[config.mk]
export PLATFORM = sky130hd
export DESIGN_NAME = pcm_i2s_tx
export DESIGN_NICKNAME = d
export VERILOG_FILES = /design/src/rtl/pcm_i2s_tx.sv
export SDC_FILE = /design/constraint.sdc
export NUM_CORES = 1
export LEC_CHECK = 0
export BUFFER_PORTS_ARGS = -buffer_cell sky130_fd_sc_hd__buf_2
export CORE_MARGIN = 2
export CORE_UTILIZATION = 45
export DETAILED_ROUTE_END_ITERATION = 8
export SKIP_CTS_REPAIR_TIMING = 1
export SLEW_MARGIN = 20
export SYNTH_ARGS = -nofsm -noshare
export SYNTH_HDL_FRONTEND = slang
export SYNTH_SLANG_ARGS = --single-unit
[constraint.sdc]
create_clock -name clk -period 2.8 [get_ports clk]
set_input_delay 0.14 -clock clk [delete_from_list [all_inputs] [get_ports clk]]
set_output_delay 0.14 -clock clk [all_outputs]
set_load 0.01 [all_outputs]
[src/rtl/pcm_i2s_tx.sv]
// pcm_i2s_tx: mono PCM sample FIFO to I2S serialiser with its own bit clock and underrun flag
module pcm_i2s_tx #(
  parameter int dat_width = 6,
  parameter int slot_width = 32,
  parameter int clk_div = 4
) (
  input  logic                 clk,
  input  logic                 reset,
  input  logic                 en,
  input  logic [dat_width-1:0] fifo_data,
  input  logic                 fifo_empty,
  output logic                 fifo_rd,
  output logic                 bclk,
  output logic                 ws,
  output logic                 sd,
  output logic                 underrun
);
  localparam int dw = clk_div > 1 ? $clog2(clk_div) : 1;
  localparam int bw = $clog2(2 * slot_width);
  localparam logic [1:0] idle = 2'd0, fetch = 2'd1, run = 2'd2;
  logic [1:0] state;
  logic [dw-1:0] div_cnt;
  logic [bw-1:0] bit_cnt;
  logic [dat_width-1:0] hold, nxt, sh;
  logic tick, fall, nws;
  int k, j;
  // position of the bit that starts at the next bclk falling edge, and its ws/sd values
  always_comb begin
    tick = int'(div_cnt) == clk_div - 1;
    fall = tick && bclk;
    k = int'(bit_cnt) == 2 * slot_width - 1 ? 0 : int'(bit_cnt) + 1;
    j = k >= slot_width ? k - slot_width : k;
    sh = (k == 0 ? nxt : hold) << j;
    nws = k >= slot_width - 1 && k <= 2 * slot_width - 2;
  end
  // fetch/serialise state machine; the sample for the next frame is read during the last bit
  always_ff @(posedge clk or negedge reset) begin
    if (!reset) begin
      state <= idle;
      div_cnt <= '0;
      bit_cnt <= '0;
      hold <= '0;
      nxt <= '0;
      bclk <= 1'b0;
      ws <= 1'b0;
      sd <= 1'b0;
      fifo_rd <= 1'b0;
      underrun <= 1'b0;
    end else begin
      fifo_rd <= 1'b0;
      underrun <= 1'b0;
      if (!en) begin
        state <= idle;
        div_cnt <= '0;
        bit_cnt <= '0;
        bclk <= 1'b0;
        ws <= 1'b0;
        sd <= 1'b0;
      end else if (state == idle) begin
        if (!fifo_empty) begin
          fifo_rd <= 1'b1;
          state <= fetch;
        end
      end else if (state == fetch) begin
        hold <= fifo_data;
        bit_cnt <= '0;
        div_cnt <= '0;
        bclk <= 1'b0;
        ws <= 1'b0;
        sd <= fifo_data[dat_width-1];
        state <= run;
      end else begin
        if (fifo_rd) nxt <= fifo_data;
        div_cnt <= tick ? '0 : div_cnt + dw'(1);
        if (tick) bclk <= ~bclk;
        if (fall) begin
          bit_cnt <= bw'(k);
          ws <= nws;
          sd <= sh[dat_width-1];
          if (k == 0) hold <= nxt;
          if (k == 2 * slot_width - 1) begin
            if (fifo_empty) begin
              nxt <= '0;
              underrun <= 1'b1;
            end else fifo_rd <= 1'b1;
          end
        end
      end
    end
  end
endmodule

# Word level (Yosys, flattened, before mapping)

Index checks and enable logic that the tools add are counted.

Register bits after elaboration: 27
Input port bits: 10
Word-level logic and storage cells: 84

$add $sub $neg: 3
$lt $le $gt $ge: 3
Eq/ne operators: 9
Shifts and indexed selects: 1
Multiplexer cells: 45
Bitwise logic cells: 3
Reductions and logical operators: 10

Operators by type and width:

| operator                                                          | number |
|---|---|
| two-way mux 6 bit                                                 | 11 |
| zero test 32 bit                                                  | 1 |
| two-way mux 32 bit                                                | 1 |
| << shifter 6 x 32 -> 6 bit                                        | 1 |
| two-way mux 1 bit                                                 | 24 |
| two-way mux 2 bit                                                 | 8 |
| != test 3 x 1 -> 1 bit, second input constant                     | 3 |
| subtractor 7 x 6 -> 8 bit, second input constant                  | 1 |
| adder 6 x 1 -> 7 bit, second input constant                       | 1 |
| == test 7 x 6 -> 1 bit, second input constant                     | 1 |
| greater-or-equal comparator 7 x 5 -> 1 bit, second input constant | 1 |
| greater-or-equal comparator 7 x 6 -> 1 bit, second input constant | 1 |
| less-or-equal comparator 7 x 6 -> 1 bit, second input constant    | 1 |
| two-way mux 7 bit                                                 | 1 |
| == test 6 x 1 -> 1 bit, second input constant                     | 1 |
| AND reduction 2 bit                                               | 3 |
| AND reduction 3 bit                                               | 2 |
| == test 2 x 1 -> 1 bit, second input constant                     | 2 |
| != test 3 bit, second input constant                              | 1 |
| inverter 1 bit                                                    | 3 |
| adder 2 x 1 -> 2 bit, second input constant                       | 1 |
| logical AND 1 bit                                                 | 2 |
| zero test 2 bit                                                   | 1 |
| != test 2 bit, second input constant                              | 1 |
| nonzero test 2 bit                                                | 1 |

# Logic depth before layout (Yosys ltp)

Depth after elaboration: 9
Mapped depth: 11
Mapped depth without buffers: 9

# Worst setup path before layout

OpenSTA, ideal clock, no wires.

Kind: register to register
Start: reg bit_cnt[0]
End: reg sd
Setup time: 0.110 ns
Arrival time: 2.101 ns
Required time: 2.690 ns
Slack: 0.589 ns
Stages on the path, launching flop included: 10
Path buffers: 2
Clock period less this slack: 2.211 ns
Cells stage by stage: dfrtp_1 > buf_2 > inv_1 > ha_1 > clkbuf_1 > nor3_1 > mux2i_1 > nand4_1 > mux2_4 > o41ai_1

Cells in the longest elaborated chain, start to end: 9
Elaborated cells between the ends (all ways): 13
Classes of those cells: add/sub (2); order compare (1); eq/ne (1); shift (1); mux (7); reduce/logical (1)

Ends and longest elaborated chain:

| item                                                                  | RTL line | text |
|---|---|---|
| start: declaration                                                    | 23       | `logic [bw-1:0] bit_cnt;` |
| start signal: assignment                                              | 77       | `bit_cnt <= bw'(k);` |
| adder 6 x 1 -> 7 bit / == test 6 x 1 -> 1 bit (equally long branches) | 31       | `k = int'(bit_cnt) == 2 * slot_width - 1 ? 0 : int'(bit_cnt) + 1;` |
| two-way mux 7 bit (*)                                                 | 31       |  |
| subtractor 7 x 6 -> 8 bit, or another cell as far along               | 32       | `j = k >= slot_width ? k - slot_width : k;` |
| two-way mux 32 bit / two-way mux 6 bit (equally long branches)        | n/a      |  |
| << shifter 6 x 32 -> 6 bit (*)                                        | 33       | `sh = (k == 0 ? nxt : hold) << j;` |
| two-way mux 1 bit (*)                                                 | 76       | `if (fall) begin` |
| two-way mux 1 bit (*)                                                 | 64       | `end else if (state == fetch) begin` |
| two-way mux 1 bit (*)                                                 | 59       | `end else if (state == idle) begin` |
| two-way mux 1 bit (*)                                                 | 52       | `if (!en) begin` |
| end signal: assignment                                                | 70       | `sd <= fifo_data[dat_width-1];` |
| end signal: assignment                                                | 79       | `sd <= sh[dat_width-1];` |
| end: declaration                                                      | 15       | `output logic sd,` |

Every way passes the cells marked *; elsewhere a longest branch is shown, timed or not. The select of a mux whose other input is x is not followed.
A chain may end at the register's enable or synchronous reset.

# Worst setup path after layout

Ends and elaborated chain as after synthesis.

==> results.py <==
metrics = {
    "worst_hold_path": {
        "hold_depth": 2,
        "hp-class": "in2reg",
    },
    "critical_path": {
        "critPathKind": "reg2reg",
        "critPathLaunchType": "register",
        "crit_arrival_ps": 2590,
        "worst-r2r-setup-slack_ps": 400,
        "reg2reg_depth": 8,
        "crit_required_ps": 2980,
        "max_stage_delay_ps": 520,
        "cp_max_fo": 24,
        "cp-end-kind": "register",
        "worstPathCellList": "buf_4 > inv_1 > ha_1 > nor3_1 > mux2i_1 > nand4_1 > mux2_4 > o41ai_1",
        "cpMaxStageDelayCell": "ha_1",
    },
    "floorplanning": {
        "fp.dieW_um": 68.3,
        "die_y_um": 68.3,
        "rows": 23,
        "pin_count": 15,
        "initial_core_util_pct": 46.5,
        "die_area_um2": 4660,
        "coreArea_um2": 4000,
    },
    "grt": {
        "grt_pass1_wl_mm": 7.42,
        "grt_max_degree": 28,
        "grt_usage_pct": 21.4,
        "grt_pass1_vias": 1551,
        "antenna_found_initial": 0,
        "grt_overflow": 0,
    },
    "timing": {
        "period_share_pct": 85.8,
        "fin_tns_setup_ps": 0,
        "rsz0062_at_grt": "no",
        "fin_ws_ps": 396,
        "worst_pin_slew_ps": 630,
        "whs_ps": 40.5,
        "slew_headroom_pct": 57.5,
        "clock_skew_ps": 3.63,
        "slew_violations": 0,
        "finalCriticalPeriod_ps": 2400,
        "setup_viol_count_final": 0,
        "max_freq_ghz": 0.416,
        "hold_viol": 0,
    },
    "cts": {
        "worstSkewPairLatency_ps": 280,
        "root_buffer": "clkbuf_8",
        "cts.reportedPaths.clkPinSlew_ps": 90,
        "h-tree-depth": 1,
        "tritoncts": "done",
        "clkSinkCount": 27,
        "clockBufferDepth": 2,
        "cts_buffers": 3,
    },
    "placement": {
        "gp_congestion": 0.862,
        "numPortBuffers": 14,
        "placed_cells": 260,
        "preCtsSetupSlack_ps": 404,
        "dp_hpwl_mm": 3.23,
    },
    "drt": {
        "via_per_inst": 6.11,
        "wl_met2_mm": 2.11,
        "dr.max_layer_used": "met4",
        "wl_met1_mm": 2.14,
        "routed_wl_mm": 4.48,
        "route.antenna.remaining_nets": 0,
        "drt_iter0_markers": 109,
        "dr.pass1.iters": 4,
        "vias": 1618,
        "drc_errors": 0,
        "met3_length_um": 150,
        "wl_per_cell_um": 16.9,
    },
    "logic_synthesis": {
        "ys_ff_latch": 27,
        "ys_seq_area_share_pct": 36.3,
        "synthFlopType": "dfrtp_1",
        "synth_edf_count": 0,
        "synth.area.mux_share_pct": 3.50,
        "yosysWarnings": 0,
        "async_reset_ff_share_pct": 100,
        "avgSynthCellArea_um2": 8.98,
        "synth_cell_types": 55,
        "netlist_area_um2": 1860,
        "synthAdderAreaFrac_pct": 4.71,
        "synthSimpleGateAreaFrac_pct": 21.6,
        "synth_top_family_by_area": "compound AO/OA/AOI/OAI gates",
        "syn_inst": 207,
        "synth-xor-area-share_pct": 2.29,
        "synth_compound_area_share_pct": 24.8,
    },
    "cells_and_area": {
        "drive_gt1_share_pct": 15.3,
        "nets": 233,
        "finalNonFillerCells": 265,
        "area_growth_pct": 7.00,
        "antenna-diode-count": 0,
        "fillCellCount": 387,
    },
    "power_and_ir_drop": {
        "peakVddDrop_uv": 270,
        "p_leak_nw": 0.851,
        "design_power_total_mw": 0.881,
        "power_density_nw_per_um2": 443,
    },
    "status": {
        "outcome": "finished, final reports clean",
    },
    "flow_run": {
        "maxCapViolCount": 0,
    },
}
## report_power, final
group          internal [mW]  switching, mW
sequential             0.450         0.0559
combinational         0.0772         0.0697
clock                  0.100          0.128
## cells by family after synthesis
logic type	Yosys count
simple gates	76
compound gates	61
flops	27
buf+inv	25
fa+ha+maj	7
mux	6
xor+xnor	4
other cells	1
## layout make-up
cell class	count	area, um2	area share [%]
clock buffer	3	41.3	2.08
clock inverter	1	5.00	0.252
inverter	10	37.5	1.89
timing repair buffer	18	103	5.16
sequential	27	676	34.0
tap	50	62.6	3.14
multi-input combinational	156	1060	53.5
## path summary, 6_finish.rpt
| path | from | endpoint |
|---|---|---|
| setup / recovery | bit_cnt[0] | sd |
| hold / removal | fifo_empty | fifo_rd |
| setup reg to reg | bit_cnt[0] | sd |
| hold reg to reg | ws | ws |
| max in group asynchronous | reset | bit_cnt[2] |
| min in group asynchronous | reset | bit_cnt[4] |
## sequential cells by signal, summed over array words and instances, names as in the netlist
register	count
bit_cnt	6
hold	6
nxt	6
div_cnt	2
state	2
bclk	1
fifo_rd	1
sd	1
underrun	1
ws	1
## Yosys cell counts, types with 2 or more instances
| library cell | instances | share of area (%) |
|---|---|---|
| xor2_1 | 2 | 0.94 |
| a21oi_1 | 10 | 2.7 |
| nor4bb_1 | 2 | 1.1 |
| mux2i_1 | 5 | 2.7 |
| or3_1 | 2 | 0.67 |
| buf_6 | 2 | 1.2 |
| o21ai_0 | 7 | 1.9 |
| clkbuf_1 | 5 | 1.0 |
| o211ai_1 | 4 | 1.6 |
| a2111oi_0 | 2 | 0.94 |
| o22ai_1 | 12 | 4.0 |
| nor2_1 | 11 | 2.2 |
| dfrtp_1 | 27 | 36 |
| o41ai_1 | 4 | 1.9 |
| nand4_1 | 4 | 1.3 |
| nor3_1 | 9 | 2.4 |
| nand2_1 | 26 | 5.2 |
| and3_1 | 3 | 1.0 |
| buf_2 | 5 | 1.3 |
| a2bb2oi_1 | 6 | 2.8 |
| nor3b_1 | 3 | 1.2 |
| nand3_1 | 6 | 1.6 |
| o21a_1 | 2 | 0.81 |
| buf_4 | 2 | 0.81 |
| ha_1 | 7 | 4.7 |
| inv_1 | 10 | 2.0 |
## routing by layer
| layer | vias to the layer above | track usage, % |
|---|---|---|
| met1 | 788 | 29.8 |
| met4 | 0 | 7.50 |
| met2 | 43 | 33.7 |
| met3 | 9 | 3.13 |
| met5 | - | 0 |
| li1 | 778 | - |
## worst max-delay path: cells and delay by family, from the launching register on
| kind | cells | cell delay [ps] |
|---|---|---|
| adders and majority gates | 1 | 520 |
| AOI/OAI and AO/OA | 1 | 330 |
| muxes | 2 | 450 |
| buffers and inverters | 2 | 380 |
| DFF | 1 | 370 |
| and+or+nand+nor | 2 | 240 |
## per-stage QoR
step / utilization (%) / instance area, um2
2_1_floorplan: - / 1860
3_3_place_gp: 48.3 / 1930
3_5_place_dp: 48.3 / 1930
4_1_cts: 49.5 / 1980
5_1_grt: 49.7 / 1990
6_report: 49.7 / 1990
## cell usage in the layout, fill, tap and decap left out, types with 2 or more instances in the layout
cell       Yosys  final
dfrtp_1       27     27
nand2_1       26     26
buf_2          5     14
o22ai_1       12     12
nor2_1        11     11
inv_1         10     10
a21oi_1       10     10
nor3_1         9      9
o21ai_0        7      7
ha_1           7      7
nand3_1        6      6
a2bb2oi_1      6      6
mux2i_1        5      5
nand4_1        4      4
o41ai_1        4      4
o211ai_1       4      4
and3_1         3      3
nor3b_1        3      3
clkbuf_8       0      3
buf_4          2      3
o21a_1         2      2
xor2_1         2      2
a2111oi_0      2      2
nor4bb_1       2      2
or3_1          2      2
conb_1         1      2
(Power assumes the default switching activity.)
